<file path="config.mk">
export PLATFORM = sky130hd
export DESIGN_NAME = cpu_muldiv_seq_flat
export DESIGN_NICKNAME = d
export VERILOG_FILES = /design/src/rtl/cpu_muldiv_seq_if.sv /design/src/rtl/cpu_muldiv_seq.sv /design/src/flat_wrapper.sv
export SDC_FILE = /design/constraint.sdc
export NUM_CORES = 1
export LEC_CHECK = 0
export BUFFER_PORTS_ARGS = -buffer_cell sky130_fd_sc_hd__buf_2
export CAP_MARGIN = 10
export CORE_MARGIN = 5
export CORE_UTILIZATION = 35
export DETAILED_ROUTE_END_ITERATION = 6
export GPL_TIMING_DRIVEN = 0
export PLACE_DENSITY = 0.65
export SYNTH_ARGS = -nofsm -noshare
export SYNTH_HDL_FRONTEND = slang
export SYNTH_SLANG_ARGS = --single-unit
</file>
<file path="constraint.sdc">
create_clock -name clk -period 5.35 [get_ports clk]
set_input_delay 1.605 -clock clk [delete_from_list [all_inputs] [get_ports clk]]
set_output_delay 1.605 -clock clk [all_outputs]
set_load 0.05 [all_outputs]
</file>
<file path="src/rtl/cpu_muldiv_seq_if.sv">
// Handshake bundle between decode/execute and the iterative mul/div sequencer.
// The master is the pipeline side; the slave is cpu_muldiv_seq.
interface cpu_muldiv_seq_if #(
    parameter int unsigned WIDTH = 32
);
    logic             start_2a;
    logic [1:0]       op_2a;
    logic [WIDTH-1:0] a_2a;
    logic [WIDTH-1:0] b_2a;
    logic             stall_2a;
    logic             busy;
    logic             valid_3a;
    logic [WIDTH-1:0] result_3a;

    modport master (
        output start_2a, op_2a, a_2a, b_2a,
        input  stall_2a, busy, valid_3a, result_3a
    );

    modport slave (
        input  start_2a, op_2a, a_2a, b_2a,
        output stall_2a, busy, valid_3a, result_3a
    );
endinterface

</file>
<file path="src/rtl/cpu_muldiv_seq.sv">
// Iterative unsigned MUL/MULHU/DIVU/REMU sequencer, one bit per cycle.
// acc/lo form a shared shift pair: {hi,lo} product for multiply, {rem,quot} for divide.
module cpu_muldiv_seq #(
    parameter int unsigned WIDTH = 32
) (
    input  logic              clk,
    input  logic              rst,
    input  logic              kill_4a,
    cpu_muldiv_seq_if.slave   mds
);
    localparam int unsigned CNT_W = $clog2(WIDTH);
    localparam logic [CNT_W-1:0] LastCnt = CNT_W'(WIDTH - 1);

    typedef enum logic [1:0] {StIdle, StRun, StDone} state_e;

    state_e           state_q, state_d;
    logic [CNT_W-1:0] cnt_q, cnt_d;
    logic [1:0]       op_q, op_d;
    logic [WIDTH-1:0] opnd_q, opnd_d;
    logic [WIDTH-1:0] acc_q, acc_d;
    logic [WIDTH-1:0] lo_q, lo_d;
    logic [WIDTH-1:0] result_q, result_d;

    logic [WIDTH:0]   mul_sum;
    logic [WIDTH:0]   div_shift;
    logic             div_ge;
    logic [WIDTH-1:0] final_res;
    logic             accept;

    // Multiply: add a into the high half when the next multiplier bit is set, then shift right.
    assign mul_sum   = {1'b0, acc_q} + (lo_q[0] ? {1'b0, opnd_q} : '0);
    // Divide: bring the next dividend bit into the partial remainder and trial-subtract.
    assign div_shift = {acc_q, lo_q[WIDTH-1]};
    assign div_ge    = div_shift >= {1'b0, opnd_q};
    // MULHU and REMU live in acc, MUL and DIVU in lo.
    assign final_res = op_q[0] ? acc_q : lo_q;
    assign accept    = (state_q == StIdle) && mds.start_2a && !kill_4a;

    always_comb begin
        state_d  = state_q;
        cnt_d    = cnt_q;
        op_d     = op_q;
        opnd_d   = opnd_q;
        acc_d    = acc_q;
        lo_d     = lo_q;
        result_d = result_q;
        case (state_q)
            StIdle: begin
                if (accept) begin
                    state_d = StRun;
                    cnt_d   = '0;
                    op_d    = mds.op_2a;
                    acc_d   = '0;
                    if (mds.op_2a[1]) begin
                        opnd_d = mds.b_2a;
                        lo_d   = mds.a_2a;
                    end else begin
                        opnd_d = mds.a_2a;
                        lo_d   = mds.b_2a;
                    end
                end
            end
            StRun: begin
                if (kill_4a) begin
                    state_d = StIdle;
                end else begin
                    if (op_q[1]) begin
                        // Remainder stays below the divisor, so the low WIDTH bits are exact.
                        acc_d = div_ge ? (div_shift[WIDTH-1:0] - opnd_q) : div_shift[WIDTH-1:0];
                        lo_d  = {lo_q[WIDTH-2:0], div_ge};
                    end else begin
                        acc_d = mul_sum[WIDTH:1];
                        lo_d  = {mul_sum[0], lo_q[WIDTH-1:1]};
                    end
                    cnt_d = cnt_q + 1'b1;
                    if (cnt_q == LastCnt) begin
                        state_d = StDone;
                    end
                end
            end
            StDone: begin
                state_d = StIdle;
                if (!kill_4a) begin
                    result_d = final_res;
                end
            end
            default: state_d = StIdle;
        endcase
    end

    always_ff @(posedge clk or posedge rst) begin
        if (rst) begin
            state_q  <= StIdle;
            cnt_q    <= '0;
            op_q     <= '0;
            opnd_q   <= '0;
            acc_q    <= '0;
            lo_q     <= '0;
            result_q <= '0;
        end else begin
            state_q  <= state_d;
            cnt_q    <= cnt_d;
            op_q     <= op_d;
            opnd_q   <= opnd_d;
            acc_q    <= acc_d;
            lo_q     <= lo_d;
            result_q <= result_d;
        end
    end

    // A kill in DONE flushes the 3a instruction, so its result never becomes visible.
    assign mds.valid_3a  = (state_q == StDone) && !kill_4a;
    assign mds.result_3a = mds.valid_3a ? final_res : result_q;
    assign mds.stall_2a  = accept || (state_q == StRun);
    assign mds.busy      = (state_q != StIdle);
endmodule

</file>
<file path="src/flat_wrapper.sv">
// flat-port wrapper written by rule: the top's interface ports become plain ports
module cpu_muldiv_seq_flat 
#(
    parameter int unsigned WIDTH = 32
)
  (clk, rst, kill_4a, mds_start_2a, mds_op_2a, mds_a_2a, mds_b_2a, mds_stall_2a, mds_busy, mds_valid_3a, mds_result_3a);
  cpu_muldiv_seq_if #(.WIDTH(WIDTH)) mds_i ();
  input  logic clk;
  input  logic rst;
  input  logic kill_4a;
  input wire logic [$bits(mds_i.start_2a)-1:0] mds_start_2a;
  input wire logic [$bits(mds_i.op_2a)-1:0] mds_op_2a;
  input wire logic [$bits(mds_i.a_2a)-1:0] mds_a_2a;
  input wire logic [$bits(mds_i.b_2a)-1:0] mds_b_2a;
  output wire logic [$bits(mds_i.stall_2a)-1:0] mds_stall_2a;
  output wire logic [$bits(mds_i.busy)-1:0] mds_busy;
  output wire logic [$bits(mds_i.valid_3a)-1:0] mds_valid_3a;
  output wire logic [$bits(mds_i.result_3a)-1:0] mds_result_3a;
  assign mds_i.start_2a = mds_start_2a;
  assign mds_i.op_2a = mds_op_2a;
  assign mds_i.a_2a = mds_a_2a;
  assign mds_i.b_2a = mds_b_2a;
  assign mds_stall_2a = mds_i.stall_2a;
  assign mds_busy = mds_i.busy;
  assign mds_valid_3a = mds_i.valid_3a;
  assign mds_result_3a = mds_i.result_3a;
  cpu_muldiv_seq #(.WIDTH(WIDTH)) u_core (.clk(clk), .rst(rst), .kill_4a(kill_4a), .mds(mds_i));
endmodule
</file>
==> summary.txt, run 1 <==
CLOCK NETWORK
-------------------------------------------------------------------------------------------------
CTS tree                                                                                    built
Source-to-sink clock delay at the later pin of the worst-skew pair                        0.44 ns
Clock input transition at the sequential cells of the worst setup and hold paths          0.07 ns
Count of H-tree levels built during CTS                                                         4
Post-CTS setup buffer count                                                                     0
Maximum buffer depth of the clock tree                                                          2
Sinks on the clock net                                                                        137
Number of buffers inserted during clock tree synthesis                                         17
Clock root buffer                                                                    sky130_fd_sc_hd__clkbuf_16

GRT
-------------------------------------------------------------------------------------------------
Via count of the first global-routing pass                                                   9985
Antenna violations before repair                                                                0
All-layer global routing usage                                                             20.68%
GRT overflow                                                                                    0
Largest net degree at the start of global routing                                              81
First-pass GRT wire length                                                               54990 um

DRT
-------------------------------------------------------------------------------------------------
DRC violation total after the first TritonRoute iteration                                     903
Drt drc                                                                                         0
Total routed wire length on the met1 layer                                               14910 um
Routed WL                                                                                34870 um
Routed WL per cell                                                                       19.82 um
Iteration count of the initial detailed-routing pass                                            6
Final antenna-violating net count                                                               0
Wire length on met2                                                                      16140 um
Highest Signal Layer                                                                         met4
Total length of routed met3 wires                                                         2318 um
Total number of vias                                                                         9827
Via density per instance                                                                    5.587

CRITICAL PATH
-------------------------------------------------------------------------------------------------
R2R setup slack                                                                           0.77 ns
Depth of the most critical reg-to-reg path                                                     14
Origin of the worst setup path                                                            kill_4a
CP Capture Point                                                                     mds_stall_2a
Signal arrival time at the worst endpoint                                                 3.54 ns
Crit path kind                                                                             in2out
Maximum fanout count along the critical path                                                   10
Critical path data required time                                                          3.74 ns
Endpoint of the worst register-to-register path                                      u_core.acc_q[26]
Setup crit start kind                                                                   input pin
Worst setup EP type                                                                  primary output
Reg-to-reg critical path startpoint                                                  u_core.lo_q[0]

FINAL LAYOUT
-------------------------------------------------------------------------------------------------
Final Core Density                                                                         41.06%
Cell area after layout                                                                12170 sq um
Sequential cell area                                                                   3428 sq um
Number of antenna cells inserted                                                                0
Number of nets at the end of the flow                                                        1494
Fraction of final layout cells with drive strength greater than 1                          14.46%
Area of combinational cells with multiple inputs                                       6625 sq um
Layout filler cell count                                                                     3026
Layout-stage area growth over the synthesis result                                         15.62%

FLOORPLANNING
-------------------------------------------------------------------------------------------------
Top-Level Pins                                                                                105
Std cell rows                                                                                  63
Vertical die dimension                                                                   183.4 um
Die Outline Area                                                                      33640 sq um
Placeable core region                                                                 29640 sq um
Effective utilization at floorplan                                                         35.51%
DIE WIDTH                                                                                183.4 um

TIMING
-------------------------------------------------------------------------------------------------
Worst clock skew                                                                       0.01060 ns
Max Transition Viols Final                                                                      0
Setup slack of the critical path after layout                                           0.2070 ns
Least-Margin Pin Slew                                                                    1.339 ns
Clock period minus final worst setup slack                                               5.143 ns
Final worst hold slack                                                                  0.5165 ns
Crit share post-route                                                                      96.13%
Maximum achievable frequency                                                            194.4 MHz
RSZ-0062 raised after global routing                                                        false
Count of endpoints failing hold in the final timing report                                      0
Final setup viols                                                                               0
Rel. slew slack                                                                            10.38%

SYNTHESIS
-------------------------------------------------------------------------------------------------
Number of flops mapped to enable cells by yosys                                                 0
Post-synthesis instance area                                                          10530 sq um
Post-synthesis sequential element count                                                       137
Cell count after synthesis                                                                   1233
Syn Nets                                                                                     1371
Asr flop ratio synth                                                                       100.0%
Most instantiated flip-flop cell in the synthesis netlist                            sky130_fd_sc_hd__dfrtp_1
Total number of yosys warnings                                                                  0
Mean area per synthesized cell                                                        8.536 sq um
Number of distinct library cell variants in the gate-level netlist after synthesis             69
Sequential cell area fraction in the yosys report                                          32.57%

MIN PATH
-------------------------------------------------------------------------------------------------
Path class of the lowest-slack min-delay path                                             reg2reg

PLACED DESIGN
-------------------------------------------------------------------------------------------------
IO Port Bufs                                                                                  103
Global placement routability congestion                                                    0.9566
Worst slack at placement                                                                0.1442 ns
Placed cell areas                                                                     11560 sq um
Detailed placement HPWL                                                                  26640 um

PWR
-------------------------------------------------------------------------------------------------
PD cells                                                                             485.0 nW/um^2
Worst vdd ir                                                                            0.3076 mV
Leakage power                                                                            5.945 nW

RUN STATUS
-------------------------------------------------------------------------------------------------
Result of the run                                                                       completed

RUN
-------------------------------------------------------------------------------------------------
Maximum capacitance violations                                                                  0

worst max-delay path: stages:
cell                       delay (ns)
sky130_fd_sc_hd__buf_2           0.13
sky130_fd_sc_hd__nor4b_1         0.26
sky130_fd_sc_hd__clkbuf_1        0.63
sky130_fd_sc_hd__clkbuf_1        0.45
sky130_fd_sc_hd__nand2b_1        0.18
sky130_fd_sc_hd__buf_2           0.28
flip-flops by register name, summed over array words and instances, names as in the netlist:
| register | flops |
|---|---|
| u_core.acc_q | 32 |
| u_core.cnt_q | 5 |
| u_core.state_q | 2 |
| u_core.lo_q | 32 |
| u_core.result_q | 32 |
| u_core.opnd_q | 32 |
| u_core.op_q | 2 |
synthesized netlist by cell type, types with 7 or more instances:
cell type / instances / area (sq um)
sky130_fd_sc_hd__a22oi_1: 12 / 90.09
sky130_fd_sc_hd__nand2b_1: 13 / 81.33
sky130_fd_sc_hd__a21oi_1: 167 / 835.8
sky130_fd_sc_hd__clkbuf_1: 50 / 187.7
sky130_fd_sc_hd__dfrtp_1: 137 / 3428
sky130_fd_sc_hd__a21o_1: 21 / 157.7
sky130_fd_sc_hd__nand2_1: 79 / 296.5
sky130_fd_sc_hd__o21bai_1: 7 / 52.55
sky130_fd_sc_hd__nand4_1: 9 / 56.30
sky130_fd_sc_hd__o21ai_0: 74 / 370.4
sky130_fd_sc_hd__inv_1: 56 / 210.2
sky130_fd_sc_hd__nor2_1: 146 / 548.0
sky130_fd_sc_hd__and2_1: 38 / 237.7
sky130_fd_sc_hd__xor2_1: 22 / 192.7
sky130_fd_sc_hd__nor2b_1: 9 / 56.30
sky130_fd_sc_hd__a22o_1: 7 / 61.31
sky130_fd_sc_hd__xnor2_1: 33 / 289.0
sky130_fd_sc_hd__o21a_1: 7 / 52.55
sky130_fd_sc_hd__buf_1: 11 / 41.29
sky130_fd_sc_hd__nand3_1: 11 / 55.05
sky130_fd_sc_hd__mux2i_1: 107 / 1071
sky130_fd_sc_hd__o211ai_1: 12 / 90.09
sky130_fd_sc_hd__mux2_2: 35 / 394.1
sky130_fd_sc_hd__ha_1: 66 / 825.8
layout by cell type (no fill, tap or decap), types with 38 or more instances in the layout:
cell type and count:
sky130_fd_sc_hd__clkbuf_1 49, sky130_fd_sc_hd__dfrtp_1 137, sky130_fd_sc_hd__and2_1 38, sky130_fd_sc_hd__mux2i_1 107
sky130_fd_sc_hd__buf_2 105, sky130_fd_sc_hd__nor2_1 146, sky130_fd_sc_hd__o21ai_0 74, sky130_fd_sc_hd__a21oi_1 167
sky130_fd_sc_hd__nand2_1 79, sky130_fd_sc_hd__inv_1 55, sky130_fd_sc_hd__ha_1 66
report_power, final:
| group | internal (mW) | leakage (nW) | switching [mW] |
|---|---|---|---|
| sequential | 1.27 | 1.75 | 0.383 |
| clock | 0.728 | 0.290 | 0.497 |
| combinational | 1.26 | 3.91 | 1.76 |
routing by layer:
metal	GRT usage (%)	vias up
li1	-	4629
met1	27.18	4737
met5	0	-
met4	9.446	0
met3	3.621	90
met2	33.31	371
how the worst min path moves through the flow:
stage | start | endpoint | depth (start not counted)
2_1_floorplan | u_core.cnt_q[4] | u_core.cnt_q[4] | 1
3_3_place_gp | u_core.cnt_q[4] | u_core.cnt_q[4] | 1
3_5_place_dp | u_core.cnt_q[4] | u_core.cnt_q[4] | 1
4_1_cts | u_core.cnt_q[4] | u_core.cnt_q[4] | 1
5_1_grt | u_core.cnt_q[4] | u_core.cnt_q[4] | 1
6_report | u_core.cnt_q[4] | u_core.cnt_q[4] | 1
metrics by stage:
step	instances	TNS [ns]	power, mW
finish	1759	0	5.902
CTS	1759	0	5.853
detailed placement	1727	0	4.608
floorplan	1233	0	3.800
global route	1759	0	6.308
global placement	1726	-237.50	4.564
cell type report:
cell class                      count  area share [%]
Buffer                             66           2.159
Clock buffer                       20           3.835
Clock inverter                     12           1.152
Inverter                           56           1.768
Multi-Input combinational cell    974           54.44
Sequential cell                   137           28.17
Tap cell                          390           4.010
Timing Repair Buffer              104           4.462
kinds of logic (layout without fill, tap and decap cells):
group                      count (synthesis)  after routing  synth area share, %
xor gates and xnor gates                  55             55                4.577
muxes                                    142            142                13.92
adders and majority gates                 68             68                8.226
DFF                                      137            137                32.57
buffers and inverters                    122            258                4.482
and+or+nand+nor                          335            335                14.46
AOI/OAI and AO/OA                        374            374                21.77
timing repair:
| action | 4_1_cts | 5_1_grt |
|---|---|---|
| hold buffers | 0 | 0 |
| setup endpoints to repair | 0 | 5 |
| gates resized for setup | 0 | 2 |
No activity file was read; power rests on OpenSTA's default activity.
==> inputs of run 2 (changes only) <==
--- a/config.mk
+++ b/config.mk
@@ -8,10 +8,10 @@
 export BUFFER_PORTS_ARGS = -buffer_cell sky130_fd_sc_hd__buf_2
 export CAP_MARGIN = 10
 export CORE_MARGIN = 5
-export CORE_UTILIZATION = 35
+export CORE_UTILIZATION = 50
 export DETAILED_ROUTE_END_ITERATION = 6
 export GPL_TIMING_DRIVEN = 0
-export PLACE_DENSITY = 0.65
+export PLACE_DENSITY = 0.83
 export SYNTH_ARGS = -nofsm -noshare
 export SYNTH_HDL_FRONTEND = slang
 export SYNTH_SLANG_ARGS = --single-unit
==> summary.txt, run 2 (synthesized netlist as in run 1, its figures left out) <==
FINAL LAYOUT
-----------------------------------------------------------------------------------------------
Number of nets at the end of the flow                                                      1494   unchanged
Layout-stage area growth over the synthesis result                                       13.98%
Most used cells in the layout excluding fill and tap cells                         sky130_fd_sc_hd__a21oi_1, sky130_fd_sc_hd__nor2_1, sky130_fd_sc_hd__dfrtp_1, sky130_fd_sc_hd__mux2i_1, sky130_fd_sc_hd__buf_2
Fraction of final layout cells with drive strength greater than 1                        14.39%   -0.073 points
Sequential cell area                                                                 3428 sq um   unchanged
Most frequent standard cell in the layout excluding fill and tap cells             sky130_fd_sc_hd__a21oi_1
Layout filler cell count                                                                   1840   -39%
Area of combinational cells with multiple inputs                                     6625 sq um   unchanged
Number of antenna cells inserted                                                              0   unchanged

CLOCK NETWORK
-----------------------------------------------------------------------------------------------
Post-CTS setup buffer count                                                                   0   unchanged
CTS tree                                                                                  built
Source-to-sink clock delay at the later pin of the worst-skew pair                      0.44 ns   about the same
Post-cts hold buffer count                                                                    0   unchanged
Post-cts repair resize count                                                                  0   unchanged
Sinks on the clock net                                                                      137   unchanged
Clock input transition at the sequential cells of the worst setup and hold paths        0.06 ns   about the same
Number of buffers inserted during clock tree synthesis                                       17   unchanged
Count of H-tree levels built during CTS                                                       4   unchanged
Clock root buffer                                                                  sky130_fd_sc_hd__clkbuf_16
Maximum buffer depth of the clock tree                                                        2   unchanged

PWR
-----------------------------------------------------------------------------------------------
Total power                                                                            5.860 mW   -0.71%
Worst vdd ir                                                                          0.2649 mV   -14%
PD cells                                                                           488.4 nW/um^2   +0.71%
Leakage power                                                                          5.936 nW   -0.15%

TIMING
-----------------------------------------------------------------------------------------------
Count of endpoints failing hold in the final timing report                                    0   unchanged
Max Transition Viols Final                                                                    0   unchanged
Crit share post-route                                                                    94.33%   -1.8 points
Setup slack of the critical path after layout                                         0.3034 ns   +0.09644 ns
Worst clock skew                                                                     0.01426 ns   +0.003662 ns
Least-Margin Pin Slew                                                                  1.110 ns   -0.2293 ns
Maximum achievable frequency                                                          198.2 MHz   +1.9%
Final setup viols                                                                             0   unchanged
Rel. slew slack                                                                          25.72%   +15 points
RSZ-0062 raised after global routing                                                      false
Clock period minus final worst setup slack                                             5.047 ns   -0.09644 ns

CRITICAL PATH
-----------------------------------------------------------------------------------------------
Crit path kind                                                                           in2out
Worst setup EP type                                                                primary output
Signal arrival time at the worst endpoint                                               3.44 ns   -0.10 ns
Depth of the most critical reg-to-reg path                                                   14   unchanged
Reg-to-reg critical path startpoint                                                u_core.lo_q[0]
Maximum fanout count along the critical path                                                 10   unchanged
R2R setup slack                                                                         0.86 ns   +0.09 ns
Critical path cell sequence                                                        buf_2 -> nor3b_1 -> clkbuf_1 -> clkbuf_1 -> a21oi_1 -> buf_2
Critical path data required time                                                        3.74 ns   about the same
CP max stage cell                                                                  sky130_fd_sc_hd__clkbuf_1
Largest stage delay on the critical path                                                0.50 ns   -0.13 ns
Endpoint of the worst register-to-register path                                    u_core.acc_q[26]
Setup crit start kind                                                                 input pin

GRT
-----------------------------------------------------------------------------------------------
Largest net degree at the start of global routing                                           102   +26%
Via count of the first global-routing pass                                                 9863   -1.2%
GRT overflow                                                                                  0   unchanged
All-layer global routing usage                                                           27.65%   +7.0 points
First-pass GRT wire length                                                             52940 um   -3.7%
Antenna violations before repair                                                              0   unchanged

FLOORPLANNING
-----------------------------------------------------------------------------------------------
Die Outline Area                                                                    24050 sq um   -29%
Std cell rows                                                                                53   -16%
Top-Level Pins                                                                              105   unchanged
Vertical die dimension                                                                 155.1 um   -15%
Placeable core region                                                               20890 sq um   -30%
DIE WIDTH                                                                              155.1 um   -15%
Effective utilization at floorplan                                                       50.39%   +15 points

DRT
-----------------------------------------------------------------------------------------------
Total number of vias                                                                       9915   +0.90%
Via density per instance                                                                  6.031   +8.0%
Final antenna-violating net count                                                             0   unchanged
Drt drc                                                                                       0   unchanged
Iteration count of the initial detailed-routing pass                                          6   unchanged
DRC violation total after the first TritonRoute iteration                                   887   -1.8%
Routed WL per cell                                                                     20.15 um   +1.6%
Routed WL                                                                              33120 um   -5.0%

PLACED DESIGN
-----------------------------------------------------------------------------------------------
Worst slack at placement                                                              0.3390 ns   +0.1948 ns
Global placement routability congestion                                                  0.9344   -2.3%
IO Port Bufs                                                                                103   unchanged
Detailed placement HPWL                                                                25380 um   -4.7%

MIN PATH
-----------------------------------------------------------------------------------------------
Worst Hold Path Cells                                                                         1   unchanged
Critical hold path startpoint                                                      u_core.cnt_q[4]
Path class of the lowest-slack min-delay path                                           reg2reg
End point of the worst hold path                                                   u_core.cnt_q[4]

RUN STATUS
-----------------------------------------------------------------------------------------------
Result of the run                                                                     completed

RUN
-----------------------------------------------------------------------------------------------
Maximum capacitance violations                                                                0   unchanged

[run 2: cell count changes in the layout (fill, tap and decap cells not counted)]
cell                         before  now
sky130_fd_sc_hd__inv_8            0    5
sky130_fd_sc_hd__clkbuf_8         3    0
sky130_fd_sc_hd__bufinv_16        2    0
sky130_fd_sc_hd__clkinv_4         3    1
sky130_fd_sc_hd__clkinv_8         0    2
sky130_fd_sc_hd__clkinvlp_4       3    1
sky130_fd_sc_hd__inv_6            4    6
sky130_fd_sc_hd__clkbuf_1        49   50
sky130_fd_sc_hd__clkbuf_2         1    0
[run 2: power breakdown]
part	internal, mW	switching [mW]
sequential	1.27	0.409
combinational	1.26	1.74
clock	0.623	0.558
total	3.16	2.70
[run 2: area by class of cell]
class / instances / area share (%)
Multi-Input combinational cell: 974 / 55.23
Sequential cell: 137 / 28.58
Timing Repair Buffer: 104 / 4.526
Clock buffer: 17 / 3.546
Tap cell: 275 / 2.868
Buffer: 66 / 2.180
Inverter: 56 / 1.794
Clock inverter: 15 / 1.283
[run 2: worst max path at each step]
stage / to / startpoint / cells after the start / slack [ns]
2_1_floorplan: u_core.acc_q[0] / rst / 1 / 0.08
3_3_place_gp: u_core.acc_q[7] / rst / 2 / -1.45
3_5_place_dp: mds_result_3a[31] / kill_4a / 6 / 0.34
5_1_grt: mds_result_3a[12] / kill_4a / 7 / 0.07
6_report: mds_result_3a[31] / kill_4a / 6 / 0.30
4_1_cts: mds_result_3a[12] / kill_4a / 7 / 0.34
[run 2: critical path, delay by kind of cell]
family / cells / cell delay (ns)
AOI/OAI and AO/OA: 1 / 0.23
and+or+nand+nor: 1 / 0.23
buffers and inverters: 4 / 1.37
[run 2: metal layers]
layer / up-vias / share of wire, % / track usage (%) / routed length [um]
met1: 4745 / 41 / 37.50 / 13740
li1: 4633 / - / - / -
met5: - / 0 / 0 / 0
met3: 85 / 9.2 / 4.979 / 3040
met4: 0 / 3.3 / 10.39 / 1102
met2: 452 / 46 / 44.25 / 15230
[run 2: stage by stage]
step / instance area (sq um) / util (%) / setup TNS [ns] / instances / hold slack, ns
floorplan: 10530 / - / 0 / 1233 / 0.4725
global placement: 11380 / 54.50 / -196.65 / 1611 / 0.4889
detailed placement: 11420 / 54.66 / 0 / 1612 / 0.5186
CTS: 12000 / 57.43 / 0 / 1644 / 0.5346
global route: 12000 / 57.43 / 0 / 1644 / 0.5667
finish: 12000 / 57.43 / 0 / 1644 / 0.5239
